--- src/rtl/pic_bus_ctrl_seq.sv ---
// pic_bus_ctrl_seq
// Clocked data-bus / read-write control front end for the PIC.
// The CPU bus pins are brought into the clk domain through a configurable
// synchroniser. Each write is committed on the rising edge of wr_n and then
// decoded against the ICW1..ICW4 initialisation state machine. The decode
// produces one-cycle, mutually exclusive register strobes.
//
// Parameters:
//   SYNC_STAGES : synchroniser depth on all bus pins (0 = already synchronous)
//   CASCADE_EN  : 1 = expect ICW3 when ICW1.SNGL=0, 0 = never expect ICW3
//
// Ports:
//   clk, reset         : system clock, asynchronous active-high reset
//   cs_n, rd_n, wr_n   : CPU bus strobes (active-low)
//   a0, din[7:0]       : CPU register address bit and write data
//   cmd_data[7:0]      : byte of the last committed (decoded) write
//   icw1..icw4         : one-cycle initialisation command word strobes
//   ocw1..ocw3         : one-cycle operation command word strobes
//   init_done          : high when the init sequence is complete (READY)
//   single_mode, ic4   : SNGL and IC4 bits latched from ICW1
//   rd_active          : read in progress (rd and cs low, wr high)
//   rd_start, rd_a0    : pulse on read start, and a0 captured at that moment
module pic_bus_ctrl_seq #(
    parameter int unsigned SYNC_STAGES = 2,
    parameter bit          CASCADE_EN  = 1'b1
) (
    input  logic       clk,
    input  logic       reset,
    input  logic       cs_n,
    input  logic       rd_n,
    input  logic       wr_n,
    input  logic       a0,
    input  logic [7:0] din,
    output logic [7:0] cmd_data,
    output logic       icw1,
    output logic       icw2,
    output logic       icw3,
    output logic       icw4,
    output logic       ocw1,
    output logic       ocw2,
    output logic       ocw3,
    output logic       init_done,
    output logic       single_mode,
    output logic       ic4,
    output logic       rd_active,
    output logic       rd_start,
    output logic       rd_a0
);

    // Bus word layout: {cs_n, rd_n, wr_n, a0, din}. The idle value keeps
    // every strobe deasserted so reset never creates a phantom edge.
    localparam logic [11:0] BUS_IDLE = 12'hE00;

    logic [11:0] bus_raw;
    logic [11:0] bus_s;
    assign bus_raw = {cs_n, rd_n, wr_n, a0, din};

    generate
        if (SYNC_STAGES == 0) begin : g_nosync
            assign bus_s = bus_raw;
        end else begin : g_sync
            logic [SYNC_STAGES-1:0][11:0] sync_q;
            logic [SYNC_STAGES-1:0][11:0] sync_d;

            always_comb begin
                sync_d[0] = bus_raw;
                for (int i = 1; i < int'(SYNC_STAGES); i++) begin
                    sync_d[i] = sync_q[i-1];
                end
            end

            always_ff @(posedge clk or posedge reset) begin
                if (reset) sync_q <= {SYNC_STAGES{BUS_IDLE}};
                else       sync_q <= sync_d;
            end

            assign bus_s = sync_q[SYNC_STAGES-1];
        end
    endgenerate

    logic       cs_s, rd_s, wr_s, a0_s;
    logic [7:0] din_s;
    assign {cs_s, rd_s, wr_s, a0_s, din_s} = bus_s;

    // ---------------- write capture and commit ----------------
    logic       sel_q, sel_d;
    logic       cap_a0_q, cap_a0_d;
    logic [7:0] cap_din_q, cap_din_d;
    logic       wr_d_q, wr_d_d;
    logic       commit_q, commit_d;

    // sel follows the latest low-wr cycle, so cs going high before wr rises
    // aborts the write. The capture register only changes while wr_s is low,
    // so it is still stable in the cycle commit_q is decoded.
    always_comb begin
        sel_d     = sel_q;
        cap_a0_d  = cap_a0_q;
        cap_din_d = cap_din_q;
        if (!wr_s) begin
            sel_d = ~cs_s;
            if (!cs_s) begin
                cap_a0_d  = a0_s;
                cap_din_d = din_s;
            end
        end
        wr_d_d   = wr_s;
        commit_d = wr_s & ~wr_d_q & sel_q;
    end

    // ---------------- init state machine ----------------
    typedef enum logic [2:0] {
        UNINIT    = 3'd0,
        WAIT_ICW2 = 3'd1,
        WAIT_ICW3 = 3'd2,
        WAIT_ICW4 = 3'd3,
        READY     = 3'd4
    } state_t;

    state_t     state_q, state_d;
    logic [6:0] strobe_q, strobe_d;   // {ocw3, ocw2, ocw1, icw4, icw3, icw2, icw1}
    logic [7:0] cmd_data_q, cmd_data_d;
    logic       single_mode_q, single_mode_d;
    logic       ic4_q, ic4_d;
    logic       is_icw1;

    // ICW1 is recognised from any state, including mid-init and READY.
    assign is_icw1 = ~cap_a0_q & cap_din_q[4];

    always_ff @(posedge clk or posedge reset) begin
        if (reset) state_q <= UNINIT;
        else       state_q <= state_d;
    end

    always_comb begin
        state_d = state_q;
        if (commit_q) begin
            if (is_icw1) begin
                state_d = WAIT_ICW2;
            end else begin
                case (state_q)
                    WAIT_ICW2: if (cap_a0_q) begin
                        if (CASCADE_EN && !single_mode_q) state_d = WAIT_ICW3;
                        else if (ic4_q)                   state_d = WAIT_ICW4;
                        else                              state_d = READY;
                    end
                    WAIT_ICW3: if (cap_a0_q) state_d = ic4_q ? WAIT_ICW4 : READY;
                    WAIT_ICW4: if (cap_a0_q) state_d = READY;
                    default:   state_d = state_q;
                endcase
            end
        end
    end

    always_comb begin
        strobe_d      = 7'd0;
        single_mode_d = single_mode_q;
        ic4_d         = ic4_q;
        if (commit_q) begin
            if (is_icw1) begin
                strobe_d[0]   = 1'b1;
                single_mode_d = cap_din_q[1];
                ic4_d         = cap_din_q[0];
            end else begin
                case (state_q)
                    WAIT_ICW2: strobe_d[1] = cap_a0_q;
                    WAIT_ICW3: strobe_d[2] = cap_a0_q;
                    WAIT_ICW4: strobe_d[3] = cap_a0_q;
                    READY: begin
                        if (cap_a0_q)          strobe_d[4] = 1'b1;
                        else if (cap_din_q[3]) strobe_d[6] = 1'b1;
                        else                   strobe_d[5] = 1'b1;
                    end
                    default: strobe_d = 7'd0;
                endcase
            end
        end
        // Ignored writes leave cmd_data untouched.
        cmd_data_d = (|strobe_d) ? cap_din_q : cmd_data_q;
    end

    // ---------------- read tracking ----------------
    logic rd_active_q, rd_active_d;
    logic rd_start_q, rd_start_d;
    logic rd_a0_q, rd_a0_d;

    // Requiring wr_s high keeps rd_active low while a write is in flight.
    always_comb begin
        rd_active_d = ~rd_s & ~cs_s & wr_s;
        rd_start_d  = rd_active_d & ~rd_active_q;
        rd_a0_d     = rd_start_d ? a0_s : rd_a0_q;
    end

    always_ff @(posedge clk or posedge reset) begin
        if (reset) begin
            sel_q         <= 1'b0;
            cap_a0_q      <= 1'b0;
            cap_din_q     <= 8'h00;
            wr_d_q        <= 1'b1;
            commit_q      <= 1'b0;
            strobe_q      <= 7'd0;
            cmd_data_q    <= 8'h00;
            single_mode_q <= 1'b0;
            ic4_q         <= 1'b0;
            rd_active_q   <= 1'b0;
            rd_start_q    <= 1'b0;
            rd_a0_q       <= 1'b0;
        end else begin
            sel_q         <= sel_d;
            cap_a0_q      <= cap_a0_d;
            cap_din_q     <= cap_din_d;
            wr_d_q        <= wr_d_d;
            commit_q      <= commit_d;
            strobe_q      <= strobe_d;
            cmd_data_q    <= cmd_data_d;
            single_mode_q <= single_mode_d;
            ic4_q         <= ic4_d;
            rd_active_q   <= rd_active_d;
            rd_start_q    <= rd_start_d;
            rd_a0_q       <= rd_a0_d;
        end
    end

    assign {ocw3, ocw2, ocw1, icw4, icw3, icw2, icw1} = strobe_q;
    assign cmd_data    = cmd_data_q;
    assign init_done   = (state_q == READY);
    assign single_mode = single_mode_q;
    assign ic4         = ic4_q;
    assign rd_active   = rd_active_q;
    assign rd_start    = rd_start_q;
    assign rd_a0       = rd_a0_q;

endmodule

--- config.mk ---
export PLATFORM = sky130hd
export DESIGN_NAME = pic_bus_ctrl_seq
export DESIGN_NICKNAME = d
export VERILOG_FILES = /design/src/rtl/pic_bus_ctrl_seq.sv
export SDC_FILE = /design/constraint.sdc
export NUM_CORES = 1
export LEC_CHECK = 0
export BUFFER_PORTS_ARGS = -buffer_cell sky130_fd_sc_hd__buf_2
export CAP_MARGIN = 20
export CORE_ASPECT_RATIO = 0.8
export CORE_MARGIN = 2
export CORE_UTILIZATION = 48
export CTS_CLUSTER_SIZE = 30
export DETAILED_ROUTE_END_ITERATION = 10
export GPL_TIMING_DRIVEN = 1
export PLACE_DENSITY = 0.71
export SLEW_MARGIN = 10
export SYNTH_ARGS = -nofsm -noshare
export SYNTH_HDL_FRONTEND = slang
export SYNTH_SLANG_ARGS = --single-unit
--- constraint.sdc ---
create_clock -name clk -period 1.8 [get_ports clk]
set_input_delay 0.18 -clock clk [delete_from_list [all_inputs] [get_ports clk]]
set_output_delay 0.18 -clock clk [all_outputs]
set_load 0.1 [all_outputs]
Yosys cells after proc, flatten, opt, wreduce, memory -nomap -nowiden
Index checks and enable logic that the tools add are counted.

storage, ports and cells
  word-level logic and storage cells = 57
  register bits = 59

cells by class
  bitwise operators = 12
  eq/ne operators = 7
  multiplexer cells = 18
  reductions and logical operators = 5

operators with widths
  operator                                                               number
  3-bit 2-to-1 mux                                                       7
  3-bit != test, second input constant                                   3
  3-bit case mux with 3 select lines                                     1
  1-bit 2-to-1 mux                                                       7
  7-bit 2-to-1 mux                                                       1
  7-bit OR reduction                                                     1
  1-bit AND                                                              6
  3-bit by 2-bit equality test with 1-bit output, second input constant  2
  6-bit 2-to-1 mux                                                       1
  1-bit inverter                                                         6
  5-bit AND reduction                                                    1
  2-bit AND reduction                                                    2
  4-bit nonzero test                                                     1
  3-bit by 1-bit equality test with 1-bit output, second input constant  1
  3-bit equality test, second input constant                             1
  2-bit 2-to-1 mux                                                       1

Longest topological paths before layout
Gate-level depths: netlist of the first run.

  depth in word-level cells = 6
  depth in mapped cells = 5
  gate-level depth less buffers = 3

Worst setup path after synthesis of the first run
No wires, ideal clock.

  path kind = register -> register
  start = register state_q[0]
  end = register strobe_q[6]
  stages on the path, launching flop included = 5
  data arrival time = 3.269 ns
  clock period less this slack = 3.377 ns
  buffers on the path = 1
  data required time = 1.692 ns
  path slack = -1.577 ns
  library setup time = 0.108 ns
  cell sequence = dfrtp_1 buf_4 nor3b_1 nand2_1 nor4b_1

on the way
  cells in the longest elaborated chain, start to end = 4

ends and longest elaborated chain
  element                 RTL line  RTL
  from (decl)             119       state_t state_q, state_d;
  from (signal assigned)  131       else state_q <= state_d;
  3-bit equality test     n/a
  named net init_done     42        output logic init_done,
  3-bit 2-to-1 mux        164       case (state_q)
  6-bit 2-to-1 mux        159       if (is_icw1) begin
  7-bit 2-to-1 mux        158       if (commit_q) begin
  named net strobe_d[6]   120       logic [6:0] strobe_q, strobe_d;
  to (signal assigned)    213       strobe_q <= strobe_d;
  to (decl)               120

The timed path passes the listed nets, and every way through them passes these cells.
A chain may end at the register's enable or synchronous reset.

Worst setup path in the final report of the first run
  start = register commit_q
  end = register cmd_data_q[2] (netlist: cmd_data[2])

on the way
  cells in the longest elaborated chain, start to end = 2

ends and longest elaborated chain
  element                 RTL line  RTL
  from (decl)             90        logic commit_q, commit_d;
  from (signal assigned)  212       commit_q <= commit_d;
  7-bit 2-to-1 mux        158
  7-bit OR reduction      178       cmd_data_d = (|strobe_d) ? cap_din_q : cmd_data_q;
  to (signal assigned)    214       cmd_data_q <= cmd_data_d;
  to (decl)               121       logic [7:0] cmd_data_q, cmd_data_d;

No other way between the ends.

==> flow_summary.json, run 1 <==
{
  "status": "complete, no violations",
  "seq_area_frac_synth": 0.7336,
  "synth_flop_cell": "dfrtp_1",
  "overflow": 0,
  "placed_area_um2": 2306,
  "wl_per_cell_um": 13.54,
  "fmax_mhz": 577.5,
  "vias": 1213,
  "finalHoldViolations": 0,
  "via_per_inst": 4.911,
  "wirelength_um": 3345,
  "grt_pass1_vias": 1250,
  "layoutNonFillerInstCount": 247,
  "holdCritPathClass": "reg2reg",
  "initial_core_util": 0.4907,
  "rsz0062_at_grt": "no",
  "p_per_area_nw_per_um2": 1678,
  "ys_warn_count": 0,
  "die-area_um2": 4756,
  "synth_area_leaders": "dfrtp_1 (64%), mux2_2 (11%), dfstp_2 (9.1%)",
  "io-pin-count": 35,
  "root_buffer": "clkbuf_8",
  "postSynthAreaPerCell_um2": 16.20,
  "grt_max_degree": 32,
  "grt_usage": 0.1731,
  "tightest_slew_ns": 0.7571,
  "clockBufferDepth": 2,
  "cts_sinks": 59,
  "antenna_found_initial": 0,
  "drt_iter0_drc": 66,
  "synth_top_area_share": 0.6428,
  "finalCritPeriodShare": 0.9619,
  "n_antenna_cell": 0,
  "fp.dieW_um": 76.61,
  "design_area_um2": 2640,
  "port_buffers": 34,
  "critPathKind": "reg2reg",
  "cp_data_required_time_ns": 2.01,
  "yosys_register_bits": 59,
  "ant_nets": 0,
  "clkPwrFrac": 0.241,
  "fillers": 326,
  "syn-num-nets": 139,
  "crit_slowest_cell": "dfrtp_1",
  "final_util": 0.6400,
  "synthCells": 125,
  "combPwrFrac": 0.378,
  "fin_crit_ns": 1.732,
  "drt_pass1_iterations": 4,
  "cp.arrival_ns": 1.94,
  "drive_gt1_frac": 0.4789,
  "cap_violations": 0,
  "peakVddDrop_mv": 0.8457,
  "crit_chain": "and3b_1 -> a311oi_4 -> buf_12 -> mux2_2",
  "placeableCoreArea_um2": 4125,
  "die_height_um": 62.09,
  "p_seq_frac": 0.381,
  "power.internal_mw": 2.568,
  "synth_cell_type_count": 32,
  "cp-start-kind": "flip-flop",
  "grt_pass1_wl_um": 5747,
  "leakage_nw": 1.256,
  "ys_top_cells_by_count": "dfrtp_1 (52), mux2_2 (20), dfstp_2 (7)",
  "cts_tree": "yes",
  "critPathMaxStageDelay_ns": 0.47,
  "cts_max_level": 3,
  "async_reset_ff_frac": 1.000,
  "hold_ws_ns": 0.3376,
  "slew_headroom": 0.4934,
  "row_count": 21,
  "yosys.area.top_type": "dfrtp_1",
  "regToRegSetupSlack_ns": 0.07,
  "synth-edff-count": 0,
  "numCtsBuffers": 9,
  "power_switching_mw": 1.861,
  "insertion_delay_ns": 0.33,
  "finalNetCount": 199,
  "syn_area_um2": 2024,
  "gp_congestion": 0.7821,
  "clk_pin_slew_ns": 0.07,
  "worstPathMaxFanout": 9,
  "critPathCaptureType": "flip-flop",
  "post-dp-hpwl_um": 2275,
  "area_growth_pct": 30.41,
  "finClkSkew_ns": 0.01041,
  "drc": 0,
  "yosysMostFrequentCell": "dfrtp_1",
  "setup_tns_ns": 0,
  "swShare": 0.4201,
  "setup_viol": 0,
  "slew_viol_final": 0,
  "dp_cells": 217
}
logic make-up after synthesis:
family,after synthesis,synth area share
simple gates,26,0.08406
flops,59,0.7336
compound gates,11,0.04636
buf+inv,8,0.01977
mux,21,0.1162
critical path: cells and delay by family, from the launching register on:
| kind | cells | cell delay [ns] |
|---|---|---|
| flip-flops | 1 | 0.47 |
| multiplexers | 1 | 0.33 |
| AND/OR/NAND/NOR | 1 | 0.30 |
| buffers and inverters | 1 | 0.17 |
| AO/OA/AOI/OAI | 1 | 0.33 |
flip-flops by register name, indices dropped and copies added (netlist names):
| register | flops |
|---|---|
| bus_s | 12 |
| cap_a0_q | 1 |
| cap_din_q | 8 |
| cmd_data | 8 |
| commit_q | 1 |
| g_sync.sync_d | 12 |
| ic4 | 1 |
| rd_a0 | 1 |
| rd_active | 1 |
| rd_start | 1 |
| sel_q | 1 |
| single_mode | 1 |
| state_q | 3 |
| strobe_q | 7 |
| wr_d_q | 1 |
power groups by stage:
stage               Combinational [mW]  Sequential, mW  Clock (mW)
detailed placement                1.64            1.71           0
CTS                               1.68            1.69        1.11
finish                            1.68            1.69        1.07
global route                      1.74            1.72        1.18
floorplan                        0.462            2.57           0
global placement                  1.60            1.70           0
final cells by class:
type                    instances  area [µm²]  share of cell area
well taps                      57       71.32             0.02701
flip-flops and latches         59        1486              0.5630
inverters                       3       11.26            0.004265
multi-input cells              58       510.5              0.1934
clock buffers                  14       172.7             0.06540
repair buffers                 54       377.9              0.1431
clock inverters                 2       10.01            0.003791
metrics by stage:
step	setup WS (ns)	total power [mW]
floorplan	-0.07276	3.033
CTS	0.06037	4.471
global route	0.008980	4.641
finish	0.06849	4.429
detailed placement	-0.01758	3.352
global placement	0.08403	3.301
final timing paths:
| check | startpoint | to | cells past startpoint |
|---|---|---|---|
| max | commit_q$_DFF_PP0_ | cmd_data[2]$_DFFE_PP0P_ | 4 |
| max in group asynchronous | reset | strobe_q[2]$_DFF_PP0_ | 4 |
| max reg2reg | commit_q$_DFF_PP0_ | cmd_data[2]$_DFFE_PP0P_ | 4 |
| min | g_sync.sync_d[16]$_DFF_PP0_ | bus_s[4]$_DFF_PP0_ | 0 |
| min in group asynchronous | reset | g_sync.sync_d[20]$_DFF_PP0_ | 3 |
| min reg2reg | g_sync.sync_d[16]$_DFF_PP0_ | bus_s[4]$_DFF_PP0_ | 0 |
layout by cell type, fill, tap and decap left out:
cell / n
and3b_2: 1
buf_2: 34
dfrtp_2: 1
a32o_1: 1
mux2_2: 20
clkbuf_8: 12
inv_2: 1
nor2b_1: 3
nor2_1: 3
and2b_2: 1
o21a_1: 1
clkinv_2: 2
nor4b_1: 1
or2_2: 1
dfrtp_1: 51
dfstp_2: 7
nor4_1: 1
nand2_1: 4
a31oi_1: 2
buf_12: 2
nor3b_4: 1
nand3b_1: 1
nor3b_1: 1
and4bb_2: 1
nand2b_1: 3
dlygate4sd3_1: 13
buf_4: 5
and2_1: 1
o21ai_0: 4
a41o_1: 1
and3_2: 1
a311oi_4: 1
and3b_1: 2
mux2i_1: 1
clkbuf_1: 2
o211ai_1: 1
inv_1: 2
what timing repair did:
item / in CTS / in global routing
resized for setup: 0 / 1
hold buffers: 13 / 0
setup endpoints to repair: 8 / 6
pin swaps: 1 / 0
setup buffers: 1 / 0
endpoints found under the hold margin: 33 / 0
routing by layer:
metal	global-route usage	vias up	wire length (µm)
li1	-	552	-
met1	0.1845	607	1360
met2	0.2882	45	1726
met3	0.09682	9	198
met4	0.08831	0	61
met5	0	-	0
(Power assumes the default switching activity.)
==> run 2: changes to the inputs <==
--- a/config.mk
+++ b/config.mk
@@ -7,13 +7,15 @@
 export LEC_CHECK = 0
 export BUFFER_PORTS_ARGS = -buffer_cell sky130_fd_sc_hd__buf_2
 export CAP_MARGIN = 20
+export CELL_PAD_IN_SITES_DETAIL_PLACEMENT = 1
+export CELL_PAD_IN_SITES_GLOBAL_PLACEMENT = 2
 export CORE_ASPECT_RATIO = 0.8
 export CORE_MARGIN = 2
-export CORE_UTILIZATION = 48
+export CORE_UTILIZATION = 35
 export CTS_CLUSTER_SIZE = 30
 export DETAILED_ROUTE_END_ITERATION = 10
 export GPL_TIMING_DRIVEN = 1
-export PLACE_DENSITY = 0.71
+export PLACE_DENSITY = 0.72
 export SLEW_MARGIN = 10
 export SYNTH_ARGS = -nofsm -noshare
 export SYNTH_HDL_FRONTEND = slang
==> constraint.sdc (replaced) <==
create_clock -name clk -period 1.8 [get_ports clk]
set_input_delay 0.36 -clock clk [delete_from_list [all_inputs] [get_ports clk]]
set_output_delay 0.36 -clock clk [all_outputs]
set_load 0.1 [all_outputs]
==> run 2 against run 1 <==
Hold slack got worse by 0.23 ns; critical endpoint is now init_done; sequential power is essentially flat; wire length up 5.1%; via count is 4.9% lower; clock skew is 0.0051 ns lower; flip-flop and latch count unchanged.
==> flow_summary.json, run 2 (synthesized netlist as in run 1, its figures left out) <==
{
  "fillers": 586,
  "vias": 1153,
  "ant_nets": 0,
  "crit_slowest_cell": "dfrtp_1",
  "cap_violations": 0,
  "combPwrFrac": 0.348,
  "fmax_mhz": 580.1,
  "cp_data_required_time_ns": 1.44,
  "finalHoldViolations": 0,
  "status": "complete, no violations",
  "io-pin-count": 35,
  "finClkSkew_ns": 0.005358,
  "swShare": 0.4093,
  "holdCritPathClass": "in2async",
  "crit_family": "flip-flops",
  "drt_iter0_drc": 56,
  "insertion_delay_ns": 0.33,
  "layout_commonest_cell": "dfrtp_1",
  "wirelength_um": 3516,
  "grt_pass1_vias": 1216,
  "grt_usage": 0.1313,
  "power_switching_mw": 1.900,
  "clockBufferDepth": 2,
  "row_count": 24,
  "critPathCaptureType": "primary output",
  "worstPathMaxFanout": 9,
  "clk_pin_slew_ns": 0.06,
  "numCtsBuffers": 9,
  "power.internal_mw": 2.742,
  "critPathMaxStageDelay_ns": 0.39,
  "holdBufCountCts": 0,
  "grt_pass1_wl_um": 6058,
  "post-dp-hpwl_um": 2415,
  "cts_tree": "yes",
  "via_per_inst": 4.557,
  "root_buffer": "clkbuf_8",
  "cts_max_level": 3,
  "layoutNonFillerInstCount": 253,
  "peakVddDrop_mv": 0.7323,
  "placeableCoreArea_um2": 5525,
  "fp.dieW_um": 89.03,
  "rsz0062_at_grt": "no",
  "initial_core_util": 0.3664,
  "drt_pass1_iterations": 4,
  "cp.arrival_ns": 1.36,
  "setup_viol": 0,
  "leakage_nw": 1.191,
  "cts_sinks": 59,
  "cp-start-kind": "flip-flop",
  "port_buffers": 34,
  "slew_viol_final": 0,
  "final_cell_mix": "dfrtp_1 (51), buf_2 (33), mux2_2 (20)",
  "area_growth_pct": 26.39,
  "finalNetCount": 184,
  "grt_max_degree": 34,
  "drive_gt1_frac": 0.5200,
  "p_per_area_nw_per_um2": 1815,
  "path_buf_inv": 2,
  "clkPwrFrac": 0.285,
  "totalPowerFinal_mw": 4.643,
  "tightest_slew_ns": 0.8350,
  "critPathKind": "reg2out",
  "slew_headroom": 0.4413,
  "antenna_found_initial": 0,
  "die_height_um": 72.03,
  "die-area_um2": 6412,
  "crit_chain": "buf_4 -> nor3b_4 -> buf_12",
  "fin_crit_ns": 1.724,
  "finalWorstSetupSlack_ns": 0.07605,
  "overflow": 0,
  "n_antenna_cell": 0,
  "drc": 0,
  "final_util": 0.4631,
  "hold_ws_ns": 0.1046,
  "wl_per_cell_um": 13.90,
  "gp_congestion": 0.7246,
  "dp_slack_ns": 0.07121,
  "dp_cells": 237,
  "finalCritPeriodShare": 0.9577,
  "p_seq_frac": 0.366
}
[run 2: repair_timing]
action	CTS	global route
endpoints found under the setup margin	0	2
setup buffers	0	0
gates resized for setup	0	1
[run 2: worst paths after layout]
path	startpoint	end	slack (ns)	depth (start not counted)
setup reg to reg	commit_q$_DFF_PP0_	cmd_data[5]$_DFFE_PP0P_	0.09	4
hold / removal	reset	g_sync.sync_d[14]$_DFF_PP0_	0.10	3
setup / recovery	state_q[0]$_DFFE_PP0P_	init_done	0.08	3
max in group asynchronous	reset	g_sync.sync_d[22]$_DFF_PP1_	1.33	3
min in group clk	wr_n	g_sync.sync_d[21]$_DFF_PP1_	0.13	1
hold reg to reg	g_sync.sync_d[19]$_DFF_PP0_	bus_s[7]$_DFF_PP0_	0.35	0
[run 2: power by group through the flow]
stage                     Combinational (mW)  Clock (mW)  Sequential (mW)
after floorplan                        0.462           0             2.57
after global placement                  1.61           0             1.71
after detailed placement                1.63           0             1.73
after CTS                               1.63        1.37             1.70
after global routing                    1.69        1.45             1.73
final                                   1.62        1.33             1.70
[run 2: metrics by stage]
| stage | TNS (ns) | cell area (µm²) |
|---|---|---|
| after floorplan | -0.07276 | 2039 |
| after global placement | 0 | 2331 |
| after detailed placement | 0 | 2331 |
| after CTS | 0 | 2557 |
| after global routing | 0 | 2559 |
| final | 0 | 2559 |
[run 2: layout make-up]
class                   instances  area [µm²]  share of cell area
inverters                       3       15.01            0.005868
multi-input cells              58       510.5              0.1995
well taps                      78       97.59             0.03814
clock inverters                 6       88.84             0.03472
clock buffers                  10       137.6             0.05379
flip-flops and latches         59        1486              0.5809
repair buffers                 39       222.7             0.08704
[run 2: worst min-delay path, cell delays in order]
cell,delay [ns]
buf_2,0.11
clkinvlp_4,0.06
buf_4,0.30
[run 2: metal layers]
layer,GRT usage,share of wire
met1,0.1627,0.42
met2,0.1982,0.51
met3,0.06940,0.064
met4,0.04478,0.0071
met5,0,0
==> run 3: changes to the inputs <==
--- a/config.mk
+++ b/config.mk
@@ -12,6 +12,7 @@
 export CORE_ASPECT_RATIO = 0.8
 export CORE_MARGIN = 2
 export CORE_UTILIZATION = 35
+export CTS_CLUSTER_DIAMETER = 80
 export CTS_CLUSTER_SIZE = 30
 export DETAILED_ROUTE_END_ITERATION = 10
 export GPL_TIMING_DRIVEN = 1
==> constraint.sdc (replaced) <==
create_clock -name clk -period 1.8 [get_ports clk]
set_input_delay 0.45 -clock clk [delete_from_list [all_inputs] [get_ports clk]]
set_output_delay 0.45 -clock clk [all_outputs]
set_load 0.1 [all_outputs]
==> run 3 against run 2 <==
Via count barely moved; final cell count is 2.0% higher; die area is the same; utilization grew 1.2 points; critical path type unchanged.
==> flow_summary.json, run 3 (synthesized netlist as in run 1, its figures left out) <==
{
  "status": "complete, no violations",
  "n_antenna_cell": 0,
  "vias": 1154,
  "fin_crit_ns": 1.761,
  "antenna_found_initial": 0,
  "tightest_slew_ns": 0.8385,
  "layout_commonest_cell": "dfrtp_1",
  "totalPowerFinal_mw": 4.787,
  "cp-start-kind": "flip-flop",
  "row_count": 24,
  "setup_viol": 0,
  "finalHoldViolations": 0,
  "final_util": 0.4751,
  "grt_max_degree": 60,
  "p_seq_frac": 0.355,
  "via_per_inst": 4.473,
  "critPathKind": "reg2out",
  "cp_data_required_time_ns": 1.35,
  "drt_iter0_drc": 49,
  "clockBufferDepth": 2,
  "swShare": 0.4069,
  "grt_pass1_wl_um": 6292,
  "design_area_um2": 2625,
  "clk_pin_slew_ns": 0.07,
  "cts_max_level": 3,
  "leakage_nw": 1.232,
  "cts_tree": "yes",
  "critPathCaptureType": "primary output",
  "hold_ws_ns": 0.1869,
  "finClkSkew_ns": 0.005560,
  "placeableCoreArea_um2": 5525,
  "die_height_um": 72.03,
  "grt_usage": 0.1343,
  "drc": 0,
  "post-dp-hpwl_um": 2312,
  "overflow": 0,
  "crit_chain": "buf_6 -> nor3b_4 -> buf_12",
  "fp.dieW_um": 89.03,
  "crit_slowest_cell": "dfrtp_1",
  "insertion_delay_ns": 0.33,
  "power_switching_mw": 1.948,
  "dp_slack_ns": 0.07940,
  "clkPwrFrac": 0.280,
  "worstPathMaxFanout": 2,
  "cap_violations": 0,
  "initial_core_util": 0.3664,
  "combPwrFrac": 0.365,
  "reg2reg_from": "state_q[1]$_DFFE_PP0P_",
  "ant_nets": 0,
  "root_buffer": "clkbuf_8",
  "port_buffers": 34,
  "io-pin-count": 35,
  "slew_headroom": 0.4389,
  "slew_viol_final": 0,
  "area_growth_pct": 29.67,
  "drt_pass1_iterations": 3,
  "grt_pass1_vias": 1256,
  "critPathMaxStageDelay_ns": 0.40,
  "cts_sinks": 59,
  "regToRegSetupSlack_ns": 0.10,
  "drive_gt1_frac": 0.5278,
  "gp_congestion": 0.7466,
  "numCtsBuffers": 9,
  "finalNetCount": 189,
  "p_per_area_nw_per_um2": 1824,
  "peakVddDrop_mv": 0.7484,
  "reg2reg_to": "cmd_data[4]$_DFFE_PP0P_",
  "finalCritPeriodShare": 0.9783,
  "crit_family": "flip-flops",
  "wl_per_cell_um": 14.06,
  "rsz0062_at_grt": "yes",
  "wirelength_um": 3628,
  "r2r_cells": 5,
  "holdCritPathClass": "in2async",
  "path_buf_inv": 2,
  "die-area_um2": 6412,
  "fmax_mhz": 567.9,
  "finalWorstSetupSlack_ns": 0.03899,
  "final_cell_mix": "dfrtp_1 (52), buf_2 (33), mux2_2 (19)",
  "placed_area_um2": 2336,
  "cp.arrival_ns": 1.31,
  "power.internal_mw": 2.839
}
## run 3: metal layers
| metal | vias up | global-route usage | share of wire |
|---|---|---|---|
| met1 | 587 | 0.1556 | 0.41 |
| met5 | - | 0 | 0 |
| met4 | 0 | 0.04975 | 0.013 |
| met2 | 28 | 0.2164 | 0.52 |
| met3 | 5 | 0.06598 | 0.059 |
| li1 | 534 | - | - |
## run 3: area by class of cell
type / instances / area, µm²
Tap cell: 78 / 97.59
Inverter: 3 / 15.01
Clock inverter: 6 / 88.84
Sequential cell: 59 / 1485
Timing Repair Buffer: 44 / 284.0
Clock buffer: 10 / 137.6
Multi-Input combinational cell: 58 / 516.7
Fill cell: 587 / 2900
## run 3: worst register-to-register path: cells and delay by family (launching register included)
family                 cells  cell delay (ns)
AO/OA/AOI/OAI              1             0.29
buffers and inverters      2             0.33
flip-flops                 1             0.40
multiplexers               1             0.34
AND/OR/NAND/NOR            1             0.23
## run 3: timing repair
item,4_1_cts,5_1_grt
setup endpoints to repair,1,9
setup buffers,4,2
pin swaps,1,2
hold buffers,0,0
gates resized for setup,1,4
## run 3: worst max path at each step
stage,from,end,slack (ns),cells past startpoint
after floorplan,state_q[0]$_DFFE_PP0P_,strobe_q[6]$_DFF_PP0_,-0.07,4
after global placement,commit_q$_DFF_PP0_,cmd_data[3]$_DFFE_PP0P_,0.14,4
after detailed placement,commit_q$_DFF_PP0_,cmd_data[3]$_DFFE_PP0P_,0.08,4
after CTS,state_q[0]$_DFFE_PP0P_,init_done,0.002,3
after global routing,state_q[0]$_DFFE_PP0P_,init_done,-0.04,3
final,state_q[1]$_DFFE_PP0P_,init_done,0.04,3
## run 3: through the flow
step                setup TNS, ns  cells
floorplan                -0.09550    125
global placement                0    236
detailed placement              0    236
CTS                             0    256
global route             -0.03759    258
finish                          0    258
## run 3: power by group through the flow
stage	Combinational (mW)	Clock (mW)	Sequential, mW
3_3_place_gp	1.60	0	1.71
4_1_cts	1.70	1.39	1.70
3_5_place_dp	1.63	0	1.73
6_report	1.74	1.34	1.70
2_1_floorplan	0.462	0	2.57
5_1_grt	1.81	1.47	1.74
